$ cat src/rtl/instr_fetch_pkg.sv
// Shared constants, state encoding and helpers for the instruction fetch stage.
// An instruction is four consecutive 32-bit program words.
package instr_fetch_pkg;

   localparam int          WORDS_PER_INSTR = 4;
   localparam logic [31:0] PC_STEP         = 32'd4;

   localparam int OPCODE = 0;
   localparam int ARG1   = 1;
   localparam int ARG2   = 2;
   localparam int DEST   = 3;

   typedef enum logic [1:0] {
      ISSUE = 2'd0,
      LAST  = 2'd1,
      FULL  = 2'd2
   } fetch_state_t;

   // Instructions always start on a 4-word boundary.
   function automatic logic [31:0] align_word(input logic [31:0] addr);
      return {addr[31:2], 2'b00};
   endfunction

endpackage

$ cat src/rtl/instr_word_buf.sv
// Staging registers holding the words of one instruction while it is being fetched.
// A clear wipes every word; otherwise one indexed word may be written per cycle.
module instr_word_buf
   import instr_fetch_pkg::*;
#(
   parameter int unsigned UUID = 0,
   parameter string       NAME = ""
) (
   input  logic                             clk,
   input  logic                             clear,
   input  logic                             wr_en,
   input  logic [1:0]                       wr_idx,
   input  logic [31:0]                      wr_data,
   output logic [WORDS_PER_INSTR-1:0][31:0] words
);

   always_ff @(posedge clk) begin
      if (clear) begin
         words <= '0;
      end else if (wr_en) begin
         words[wr_idx] <= wr_data;
      end
   end

endmodule

$ cat src/rtl/instr_fetch.sv
// Fetch stage: reads four program words per instruction and presents the
// assembled instruction downstream through a valid/ready handshake.
module instr_fetch
   import instr_fetch_pkg::*;
#(
   parameter int unsigned UUID     = 0,
   parameter string       NAME     = "",
   parameter logic [31:0] RESET_PC = 32'h0
) (
   input  logic        clk,
   input  logic        rst,
   output logic [31:0] Mem_addr,
   output logic        Mem_rd,
   input  logic [31:0] Mem_data,
   output logic [31:0] Op_code,
   output logic [31:0] Arg_1,
   output logic [31:0] Arg_2,
   output logic [31:0] Dest,
   output logic [31:0] Pc,
   output logic        Instr_valid,
   input  logic        Instr_ready,
   input  logic        Jump,
   input  logic [31:0] Jump_addr
);

   fetch_state_t state, state_nxt;
   logic [1:0]   idx, idx_nxt;
   logic [31:0]  fetch_pc, fetch_pc_nxt;

   logic         slot_free;
   logic         transfer;
   logic         handshake;
   logic         buf_we;
   logic [1:0]   buf_idx;
   logic [WORDS_PER_INSTR-1:0][31:0] buf_words;

   assign slot_free = !Instr_valid || Instr_ready;
   assign handshake = Instr_valid && Instr_ready;
   assign Mem_addr  = fetch_pc + {30'b0, idx};

   always_ff @(posedge clk) begin
      if (rst) begin
         state    <= ISSUE;
         idx      <= 2'd0;
         fetch_pc <= align_word(RESET_PC);
      end else begin
         state    <= state_nxt;
         idx      <= idx_nxt;
         fetch_pc <= fetch_pc_nxt;
      end
   end

   always_comb begin
      state_nxt    = state;
      idx_nxt      = idx;
      fetch_pc_nxt = fetch_pc;
      if (Jump) begin
         state_nxt    = ISSUE;
         idx_nxt      = 2'd0;
         fetch_pc_nxt = align_word(Jump_addr);
      end else begin
         case (state)
            ISSUE: begin
               idx_nxt = idx + 2'd1;
               if (idx == 2'd3) state_nxt = LAST;
            end
            LAST: state_nxt = FULL;
            FULL: begin
               if (slot_free) begin
                  state_nxt    = ISSUE;
                  idx_nxt      = 2'd0;
                  fetch_pc_nxt = fetch_pc + PC_STEP;
               end
            end
            default: state_nxt = ISSUE;
         endcase
      end
   end

   // Read data lags the strobe by one cycle, so ISSUE stores the word requested
   // in the previous cycle and LAST stores the final one.
   always_comb begin
      Mem_rd   = (state == ISSUE) && !rst;
      transfer = (state == FULL) && slot_free && !Jump;
      buf_we   = 1'b0;
      buf_idx  = 2'd0;
      if (!Jump) begin
         if (state == ISSUE && idx != 2'd0) begin
            buf_we  = 1'b1;
            buf_idx = idx - 2'd1;
         end else if (state == LAST) begin
            buf_we  = 1'b1;
            buf_idx = 2'(DEST);
         end
      end
   end

   instr_word_buf #(
      .UUID (UUID ^ 32'h1),
      .NAME (NAME)
   ) u_word_buf (
      .clk     (clk),
      .clear   (rst || Jump),
      .wr_en   (buf_we),
      .wr_idx  (buf_idx),
      .wr_data (Mem_data),
      .words   (buf_words)
   );

   always_ff @(posedge clk) begin
      if (rst) begin
         Op_code     <= '0;
         Arg_1       <= '0;
         Arg_2       <= '0;
         Dest        <= '0;
         Pc          <= '0;
         Instr_valid <= 1'b0;
      end else begin
         if (transfer) begin
            Op_code <= buf_words[OPCODE];
            Arg_1   <= buf_words[ARG1];
            Arg_2   <= buf_words[ARG2];
            Dest    <= buf_words[DEST];
            Pc      <= fetch_pc;
         end
         if (Jump) begin
            Instr_valid <= 1'b0;
         end else if (transfer) begin
            Instr_valid <= 1'b1;
         end else if (handshake) begin
            Instr_valid <= 1'b0;
         end
      end
   end

endmodule

$ cat config.mk
export PLATFORM = sky130hd
export DESIGN_NAME = instr_fetch
export DESIGN_NICKNAME = d
export VERILOG_FILES = /design/src/rtl/instr_fetch_pkg.sv /design/src/rtl/instr_word_buf.sv /design/src/rtl/instr_fetch.sv
export SDC_FILE = /design/constraint.sdc
export NUM_CORES = 1
export LEC_CHECK = 0
export BUFFER_PORTS_ARGS = -buffer_cell sky130_fd_sc_hd__buf_2
export CORE_UTILIZATION = 28
export CTS_CLUSTER_SIZE = 12
export DETAILED_ROUTE_END_ITERATION = 10
export GPL_ROUTABILITY_DRIVEN = 0
export SLEW_MARGIN = 20
export SYNTH_ARGS = -nofsm -noshare
export SYNTH_HDL_FRONTEND = slang
export SYNTH_HIERARCHICAL = 1
export SYNTH_SLANG_ARGS = --single-unit
$ cat constraint.sdc
create_clock -name clk -period 8.77 [get_ports clk]
set_input_delay 2.631 -clock clk [delete_from_list [all_inputs] [get_ports clk]]
set_output_delay 2.631 -clock clk [all_outputs]
set_load 0.02 [all_outputs]
==> run_results.csv, run 1 <==
group,metric,value,unit
die,io_pins,262,
global_routing,grt_util_met3,0.0365,
die,start_util,0.283,
critical_path,arrival,3.29,ns
logic_synthesis,yosys.area_share.simple,0.188,
cts,cts.clk_slew.worst_paths,0.06,ns
global_routing,use_met2,0.247,
cts,cts_buffers,39,
cts,cts_max_level,2,
placement,pre_cts_ws,2.83,ns
cts,cts-root-buf,"clkbuf_16",
die,fp.dieH,216,um
cts,clk_latency,0.55,ns
sta,tightest_slew,1.11,ns
die,dieArea,46800,um^2
critical_path,crit_required,6.14,ns
worst_hold_path,holdPathEnd,"Dest[2]",
logic_synthesis,ys_seq_area_frac,0.500,
worst_hold_path,hold_path_depth,2,
cts,cts_sinks,321,
placement,post-dp-hpwl,25400,um
critical_path,crit_family,"buffers and inverters",
pwr,leakage,6.53,nW
die,core,45400,um^2
critical_path,cp_max_fo,57,
cells_and_area,area_growth,23.2,%
sta,slew_headroom,0.261,
critical_path,r2r_slack,5.86,ns
logic_synthesis,synth_xor_xnor_area_share,0.00477,
route,drt-initial-drc-count,699,
route,drt-total-wl,39300,um
flow_run,max_cap_violations,0,
critical_path,r2r-start,"state[1]",
sta,hold_violations,0,
critical_path,slowest_stage,"buf_6",
cells_and_area,mostFrequentLayoutCells,"dfxtp_1, buf_2, nand2_1",
placement,io_buffers,257,
cells_and_area,final_common_cell,"dfxtp_1",
critical_path,r2r_end,"Arg_2[0]",
critical_path,crit_chain,"buf_6 > nor3_1 > buf_2",
cts,cts_setup_buffers,0,
die,fp.dieW,216,um
global_routing,grt.busiest_layer,"met2",
global_routing,grt.total_usage,0.162,
die,num_rows,78,
cts,cts_max_path_buffers,3,
global_routing,grt_pass1_vias,10324,
logic_synthesis,synth-async-reset-ratio,0,
run_status,status,"complete, no violations",
pwr,total_power,3.32,mW
route,antenna_left,0,
route,wl_per_cell,17.4,um
sta,fin_ws,2.85,ns
logic_synthesis,synthCells,1435,
pwr,vdd.ir_drop.worst,0.122,mV
route,drc_errors,0,
sta,finalCritPeriodShare,0.675,
critical_path,crit_buf_inv,2,
logic_synthesis,synth_cell_type_count,52,
worst_hold_path,hp-class,"reg -> reg",
global_routing,use_met1,0.227,
sta,slew_viol_final,0,
route,viasPerCell,4.86,
sta,setup_viol,0,
logic_synthesis,synth-adder-area-share,0.00292,
critical_path,critPathLaunchType,"primary input",
logic_synthesis,synthFlopType,"dfxtp_1",
worst_hold_path,min_from,"u_word_buf/words[98]",
cts,ctsHoldBuffers,0,
critical_path,timing.reg2reg.worst_path_depth,5,
logic_synthesis,synthMuxAreaShare,0.0996,
logic_synthesis,synth_top_area_share,0.500,
cells_and_area,finalNetCount,1694,
critical_path,crit_type,"in -> out",
logic_synthesis,netlist_area,12900,um^2
cells_and_area,drive_gt1_frac,0.211,
logic_synthesis,synth_area_leader_cell,"dfxtp_1",
critical_path,endpoint_kind,"output pin",
cts,cts.repair.resized,0,
sta,min_period,5.92,ns
global_routing,grt_max_degree,109,
sta,finClkSkew,0.0138,ns
logic_synthesis,ys.warnings.count,6,
logic_synthesis,synth.avg_cell_area,8.96,um^2
pwr,p_per_area,209,nW/um^2
logic_synthesis,synth_edf_count,0,
global_routing,grt_pass1_wl,59800,um
sta,rsz0062_at_grt,"no",
cells_and_area,fillCellCount,4704,
global_routing,antenna_found_initial,1,
logic_synthesis,synth-compound-area-share,0.160,
cts,tritoncts,"built",
logic_synthesis,synth-seq-cells,321,
sta,fmax,0.169,GHz
sta,tns,0,ns
route,via_count,10947,
logic_synthesis,netlist_top_cells_area,"dfxtp_1, mux2i_1, nand2b_1, o21ai_0, a21oi_1",
route,dr.pass1.iters,5,
global_routing,gr-total-overflow,0,
critical_path,worst_path_largest_cell_delay,0.37,ns
logic_synthesis,synth_top_family_by_area,"simple AND/OR/NAND/NOR gates",
metrics by stage:
step	hold slack, ns	area, um^2	instances	utilization
2_1_floorplan	0.432	12900	1436	-
3_3_place_gp	0.437	14500	2182	0.320
3_5_place_dp	0.444	14500	2182	0.320
4_1_cts	0.441	15800	2252	0.349
5_1_grt	0.453	15800	2253	0.349
6_report	0.437	15800	2253	0.349
routing by layer:
layer  wire length, um  part of all wire  vias to the layer above
li1                  -                 -                     5328
met1             18800              0.48                     5259
met2             17200              0.44                      309
met3              2450             0.062                       51
met4               840             0.021                        0
met5                 0                 0                        -
worst max path at each step:
stage / slack, ns / from / endpoint / depth (start not counted)
6_report: 2.85 / rst / Mem_rd / 3
5_1_grt: 2.79 / rst / Mem_rd / 3
4_1_cts: 2.83 / rst / Mem_rd / 3
3_5_place_dp: 2.83 / rst / Mem_rd / 3
3_3_place_gp: 2.83 / rst / Mem_rd / 3
2_1_floorplan: 2.67 / rst / Mem_rd / 3
cell families (layout without fill, tap and decap cells):
logic type	Yosys count	count (layout)
adder cells (fa/ha/maj)	3	3
AO/OA/AOI/OAI	376	376
flip-flops	321	321
other	1	3
XOR/XNOR	7	7
multiplexers	128	128
AND/OR/NAND/NOR	464	464
buffers and inverters	135	351
report_power, final:
group          switching [mW]  internal (mW)
clock                   0.658           1.02
sequential             0.0219           1.47
combinational          0.0975         0.0526
Yosys cell counts (14+ instances only):
cell type	instances
nand2b_1	162
nand2_1	175
a21oi_1	162
nand3_1	15
clkbuf_1	98
dfxtp_1	321
nor2_1	32
nor3_1	14
nand4_1	14
a311oi_1	14
mux2i_1	128
o21ai_0	163
worst min-delay path, cell delays in order (launching register included):
cell and delay (ns):
dfxtp_1 0.31, nand2_1 0.05, a21oi_1 0.05
final cells by class:
| class | instances | area, um^2 | share of cell area |
|---|---|---|---|
| sequential | 321 | 6430 | 0.406 |
| multi-input combinational | 980 | 5890 | 0.372 |
| timing repair buffer | 271 | 1400 | 0.0886 |
| clock buffer | 52 | 1070 | 0.0678 |
| tap | 600 | 751 | 0.0474 |
| clock inverter | 18 | 258 | 0.0163 |
| inverter | 10 | 40.0 | 0.00253 |
| antenna | 1 | 2.50 | 0.000158 |
sequential cells by signal, summed over array words and instances, names as in the netlist:
register and flops:
u_word_buf/words 128, Arg_1 32, Arg_2 32, Dest 32
Op_code 32, Pc 30, fetch_pc 30, idx 2
state 2, Instr_valid 1
No activity file was read; power rests on OpenSTA's default activity.
==> run 2: changes to the inputs <==
clock period = 6 ns   (was 8.77 ns; I/O delays follow)
==> run_results.csv, run 2 (synthesized netlist as in run 1, its figures left out) <==
group,metric,value,unit
run_status,status,"complete, no violations",
cts,cts.repair.resized,0,
global_routing,gr-total-overflow,0,
cells_and_area,final_common_cell,"dfxtp_1",
pwr,total_power,4.76,mW
cts,cts_sinks,321,
sta,finClkSkew,0.0225,ns
global_routing,grt_pass1_vias,10184,
critical_path,critPathLaunchType,"primary input",
cells_and_area,seq_area,6430,um^2
die,core,45400,um^2
cts,cts.clk_slew.worst_paths,0.06,ns
route,drt-met1-wl,18700,um
pwr,vdd.ir_drop.worst,0.185,mV
cells_and_area,finalNetCount,1694,
cts,tritoncts,"built",
cts,ctsHoldBuffers,0,
route,dr.pass1.iters,5,
global_routing,grt_pass1_wl,60100,um
global_routing,grt.total_usage,0.163,
cts,cts_max_path_buffers,3,
flow_run,max_cap_violations,0,
cells_and_area,fillCellCount,4642,
route,wl_per_cell,17.6,um
sta,hold_slack,0.442,ns
die,num_rows,78,
cts,cts-root-buf,"clkbuf_16",
pwr,leakage,6.51,nW
sta,hold_violations,0,
die,dieArea,46800,um^2
die,fp.dieW,216,um
placement,dp_cells,2182,
sta,slew_viol_final,0,
route,via_count,10940,
die,fp.dieH,216,um
placement,io_buffers,257,
route,drc_errors,0,
sta,tightest_slew,0.932,ns
sta,setup_viol,0,
cts,cts_setup_buffers,0,
route,antenna_left,0,
cells_and_area,area_growth,23.0,%
placement,pre_cts_ws,1.68,ns
global_routing,grt_max_degree,129,
cells_and_area,final_cells,2253,
global_routing,antenna_found_initial,0,
route,drt-total-wl,39700,um
critical_path,cp_max_fo,67,
sta,slew_headroom,0.378,
route,highest_layer,"met4",
cells_and_area,mostFrequentLayoutCells,"dfxtp_1, buf_2, nand2_1",
die,start_util,0.283,
route,wl_met2,18100,um
route,drt-initial-drc-count,809,
cells_and_area,multiInputGateArea,5890,um^2
cts,cts_max_level,2,
critical_path,crit_required,4.20,ns
worst_hold_path,hp-class,"reg -> reg",
cells_and_area,finalInstanceArea,15800,um^2
critical_path,endpoint_kind,"output pin",
die,io_pins,262,
cells_and_area,largest-register,"u_word_buf/words",
critical_path,arrival,2.54,ns
route,met3WireLength,2310,um
sta,rsz0062_at_grt,"no",
cells_and_area,drive_gt1_frac,0.212,
cts,cts_buffers,39,
sta,fin_ws,1.66,ns
sta,tns,0,ns
sta,fmax,0.230,GHz
cells_and_area,largest_reg_flops,128,
sta,min_period,4.34,ns
sta,finalCritPeriodShare,0.724,
cells_and_area,utilization,0.349,
placement,post_dp_cell_area,14500,um^2
pwr,p_per_area,301,nW/um^2
critical_path,crit_type,"in -> out",
cts,clk_latency,0.57,ns
route,viasPerCell,4.86,
placement,post-dp-hpwl,25300,um
[run 2: changes by cell type in the layout (fill, tap and decap cells not counted), moves of 2 or more]
cell	delta
buf_12	+3
buf_4	-3
bufinv_16	-3
clkinv_2	-2
clkinv_4	+4
clkinv_8	-2
clkinvlp_4	+2
[run 2: power breakdown]
| group | total [mW] | internal (mW) | switching (mW) |
|---|---|---|---|
| sequential | 2.18 | 2.15 | 0.0321 |
| combinational | 0.221 | 0.0781 | 0.143 |
| clock | 2.36 | 1.37 | 0.990 |
| total | 4.76 | 3.59 | 1.16 |
[run 2: critical path, stage by stage]
cell	delay [ns]
buf_6	0.39
nor3_1	0.09
buf_2	0.19
[run 2: metal layers]
metal / track usage / up-vias
li1: - / 5343
met1: 0.223 / 5260
met2: 0.258 / 291
met3: 0.0393 / 46
met4: 0.0392 / 0
met5: 0 / -
[run 2: path summary, 6_finish.rpt]
kind                                 to  cells after the start  slack, ns                 start
setup / recovery                 Mem_rd                      3       1.66                   rst
hold / removal                Arg_1[20]                      2       0.44  u_word_buf/words[52]
setup reg to reg  u_word_buf/words[115]                      8       3.10                idx[0]
hold reg to reg               Arg_1[20]                      2       0.44  u_word_buf/words[52]
[run 2: layout make-up]
type                       instances  area share
antenna                            1    0.000158
clock buffer                      51      0.0677
clock inverter                    19      0.0129
inverter                          10     0.00253
multi-input combinational        980       0.372
sequential                       321       0.406
tap                              600      0.0474
timing repair buffer             271      0.0911
==> run 3: changes to the inputs <==
ABC_AREA = 1   (was not set)
clock period = 3.7 ns   (was 6 ns; I/O delays follow)
==> run_results.csv, run 3 <==
group,metric,value,unit
run_status,status,"complete, no violations",
global_routing,antenna_found_initial,1,
cts,tritoncts,"built",
cts,clk_latency,0.54,ns
sta,slew_viol_final,0,
sta,slew_headroom,0.427,
sta,rsz0062_at_grt,"no",
logic_synthesis,synth_edf_count,0,
logic_synthesis,synth_area_leader_cell,"dfxtp_1",
cells_and_area,area_growth,22.8,%
logic_synthesis,ys.warnings.count,6,
global_routing,grt.busiest_layer,"met2",
sta,hold_violations,0,
pwr,swShare,0.235,
route,viasPerCell,4.47,
critical_path,critPathLaunchType,"primary input",
route,drc_errors,0,
worst_hold_path,hp-class,"reg -> reg",
die,fp.dieH,218,um
pwr,p_int,5.83,mW
die,io_pins,262,
critical_path,crit_required,2.59,ns
critical_path,cp_max_fo,38,
logic_synthesis,synth_most_common_cell,"nand2_1",
cts,cts_sinks,321,
die,start_util,0.286,
critical_path,crit_type,"in -> out",
pwr,pwr-share-comb,0.049,
critical_path,arrival,1.64,ns
logic_synthesis,synth-seq-cells,321,
logic_synthesis,synth_top_area_share,0.494,
route,drt-initial-drc-count,970,
global_routing,grt.total_usage,0.163,
logic_synthesis,synth_cell_type_count,36,
route,dr.pass1.iters,6,
route,via_count,12087,
cts,ctsHoldBuffers,0,
pwr,vdd.ir_drop.worst,0.283,mV
flow_run,max_cap_violations,0,
placement,post_dp_cell_area,14700,um^2
sta,min_period,2.75,ns
cts,cts_buffers,38,
sta,hold_slack,0.453,ns
global_routing,grt_pass1_wl,61200,um
critical_path,endpoint_kind,"output pin",
route,drt-total-wl,39300,um
global_routing,grt_max_degree,76,
logic_synthesis,synthCells,1867,
cells_and_area,utilization,0.351,
cells_and_area,largest_reg_flops,128,
pwr,p_clk_frac,0.488,
pwr,total_power,7.62,mW
logic_synthesis,synth.avg_cell_area,6.97,um^2
logic_synthesis,synth_commonest_cells,"nand2_1, dfxtp_1, nor2_1",
pwr,leakage,7.38,nW
placement,io_buffers,257,
logic_synthesis,netlist_top_cells_area,"dfxtp_1, nand2_1, nor2_1, a21oi_1, inv_1",
logic_synthesis,ys_seq_area_frac,0.494,
logic_synthesis,synth-async-reset-ratio,0,
route,wl_per_cell,14.5,um
logic_synthesis,netlist_area,13000,um^2
die,core,45600,um^2
cells_and_area,final_common_cell,"nand2_1",
global_routing,grt_pass1_vias,11279,
sta,setup_viol,0,
pwr,pwr-share-seq,0.463,
cts,cts.clk_slew.worst_paths,0.06,ns
cells_and_area,drive_gt1_frac,0.169,
cells_and_area,finalNetCount,2146,
cts,cts-root-buf,"clkbuf_16",
die,dieArea,47300,um^2
die,num_rows,78,
cells_and_area,mostFrequentLayoutCells,"nand2_1, dfxtp_1, nor2_1",
pwr,p_per_area,477,nW/um^2
cts,cts.repair.resized,0,
sta,tightest_slew,0.859,ns
sta,finClkSkew,0.0152,ns
global_routing,gr-total-overflow,0,
cts,cts_max_path_buffers,3,
sta,fmax,0.363,GHz
pwr,netSwitchingPower,1.79,mW
route,antenna_left,0,
sta,tns,0,ns
sta,finalCritPeriodShare,0.744,
cts,cts_setup_buffers,0,
placement,post-dp-hpwl,25800,um
die,fp.dieW,218,um
global_routing,grt_util_met3,0.0438,
cells_and_area,largest-register,"u_word_buf/words",
global_routing,use_met1,0.215,
logic_synthesis,synthFlopType,"dfxtp_1",
cts,cts_max_level,2,
global_routing,use_met2,0.260,
cells_and_area,finalInstanceArea,16000,um^2
-- run 3: path summary, 6_finish.rpt --
| check | from | slack, ns | endpoint | cells after the start |
|---|---|---|---|---|
| worst max register to register | idx[0] | 1.28 | u_word_buf/words[121] | 9 |
| worst max-delay path | rst | 0.95 | Mem_rd | 3 |
| worst min-delay path | u_word_buf/words[53] | 0.45 | Arg_1[21] | 2 |
| worst min register to register | u_word_buf/words[53] | 0.45 | Arg_1[21] | 2 |
-- run 3: routing by layer --
layer,vias to the layer above,part of all wire
met5,-,0
met1,5487,0.45
met3,52,0.082
met2,384,0.45
li1,6164,-
met4,0,0.019
-- run 3: layout make-up --
cell class / count / area (um^2)
fill: 4859 / 29600
sequential: 321 / 6430
multi-input combinational: 1261 / 5370
timing repair buffer: 277 / 1520
clock buffer: 59 / 1160
tap: 600 / 751
inverter: 176 / 668
clock inverter: 10 / 88.8
antenna: 1 / 2.50
-- run 3: worst max-delay path: stages --
cell    delay (ns)
buf_6         0.26
nor2_1        0.08
buf_2         0.18
-- run 3: kinds of logic after synthesis --
| family | count (synthesis) | synth area share |
|---|---|---|
| AO/OA/AOI/OAI | 246 | 0.100 |
| buffers and inverters | 286 | 0.0949 |
| other | 1 | 0.000288 |
| adder cells (fa/ha/maj) | 3 | 0.00288 |
| flip-flops | 321 | 0.494 |
| XOR/XNOR | 7 | 0.00471 |
| AND/OR/NAND/NOR | 1003 | 0.303 |
-- run 3: power by group through the flow --
stage / combinational, mW / sequential [mW] / clock [mW]
2_1_floorplan: 0.201 / 3.62 / 0
3_3_place_gp: 0.370 / 3.60 / 0
3_5_place_dp: 0.375 / 3.61 / 0
4_1_cts: 0.376 / 3.53 / 3.85
5_1_grt: 0.413 / 3.53 / 3.99
6_report: 0.374 / 3.53 / 3.72
-- run 3: metrics by stage --
step,setup WS (ns),cells
after floorplan,0.831,1868
after global placement,0.839,2635
after detailed placement,0.744,2635
after CTS,0.930,2704
after global routing,0.856,2705
final,0.948,2705
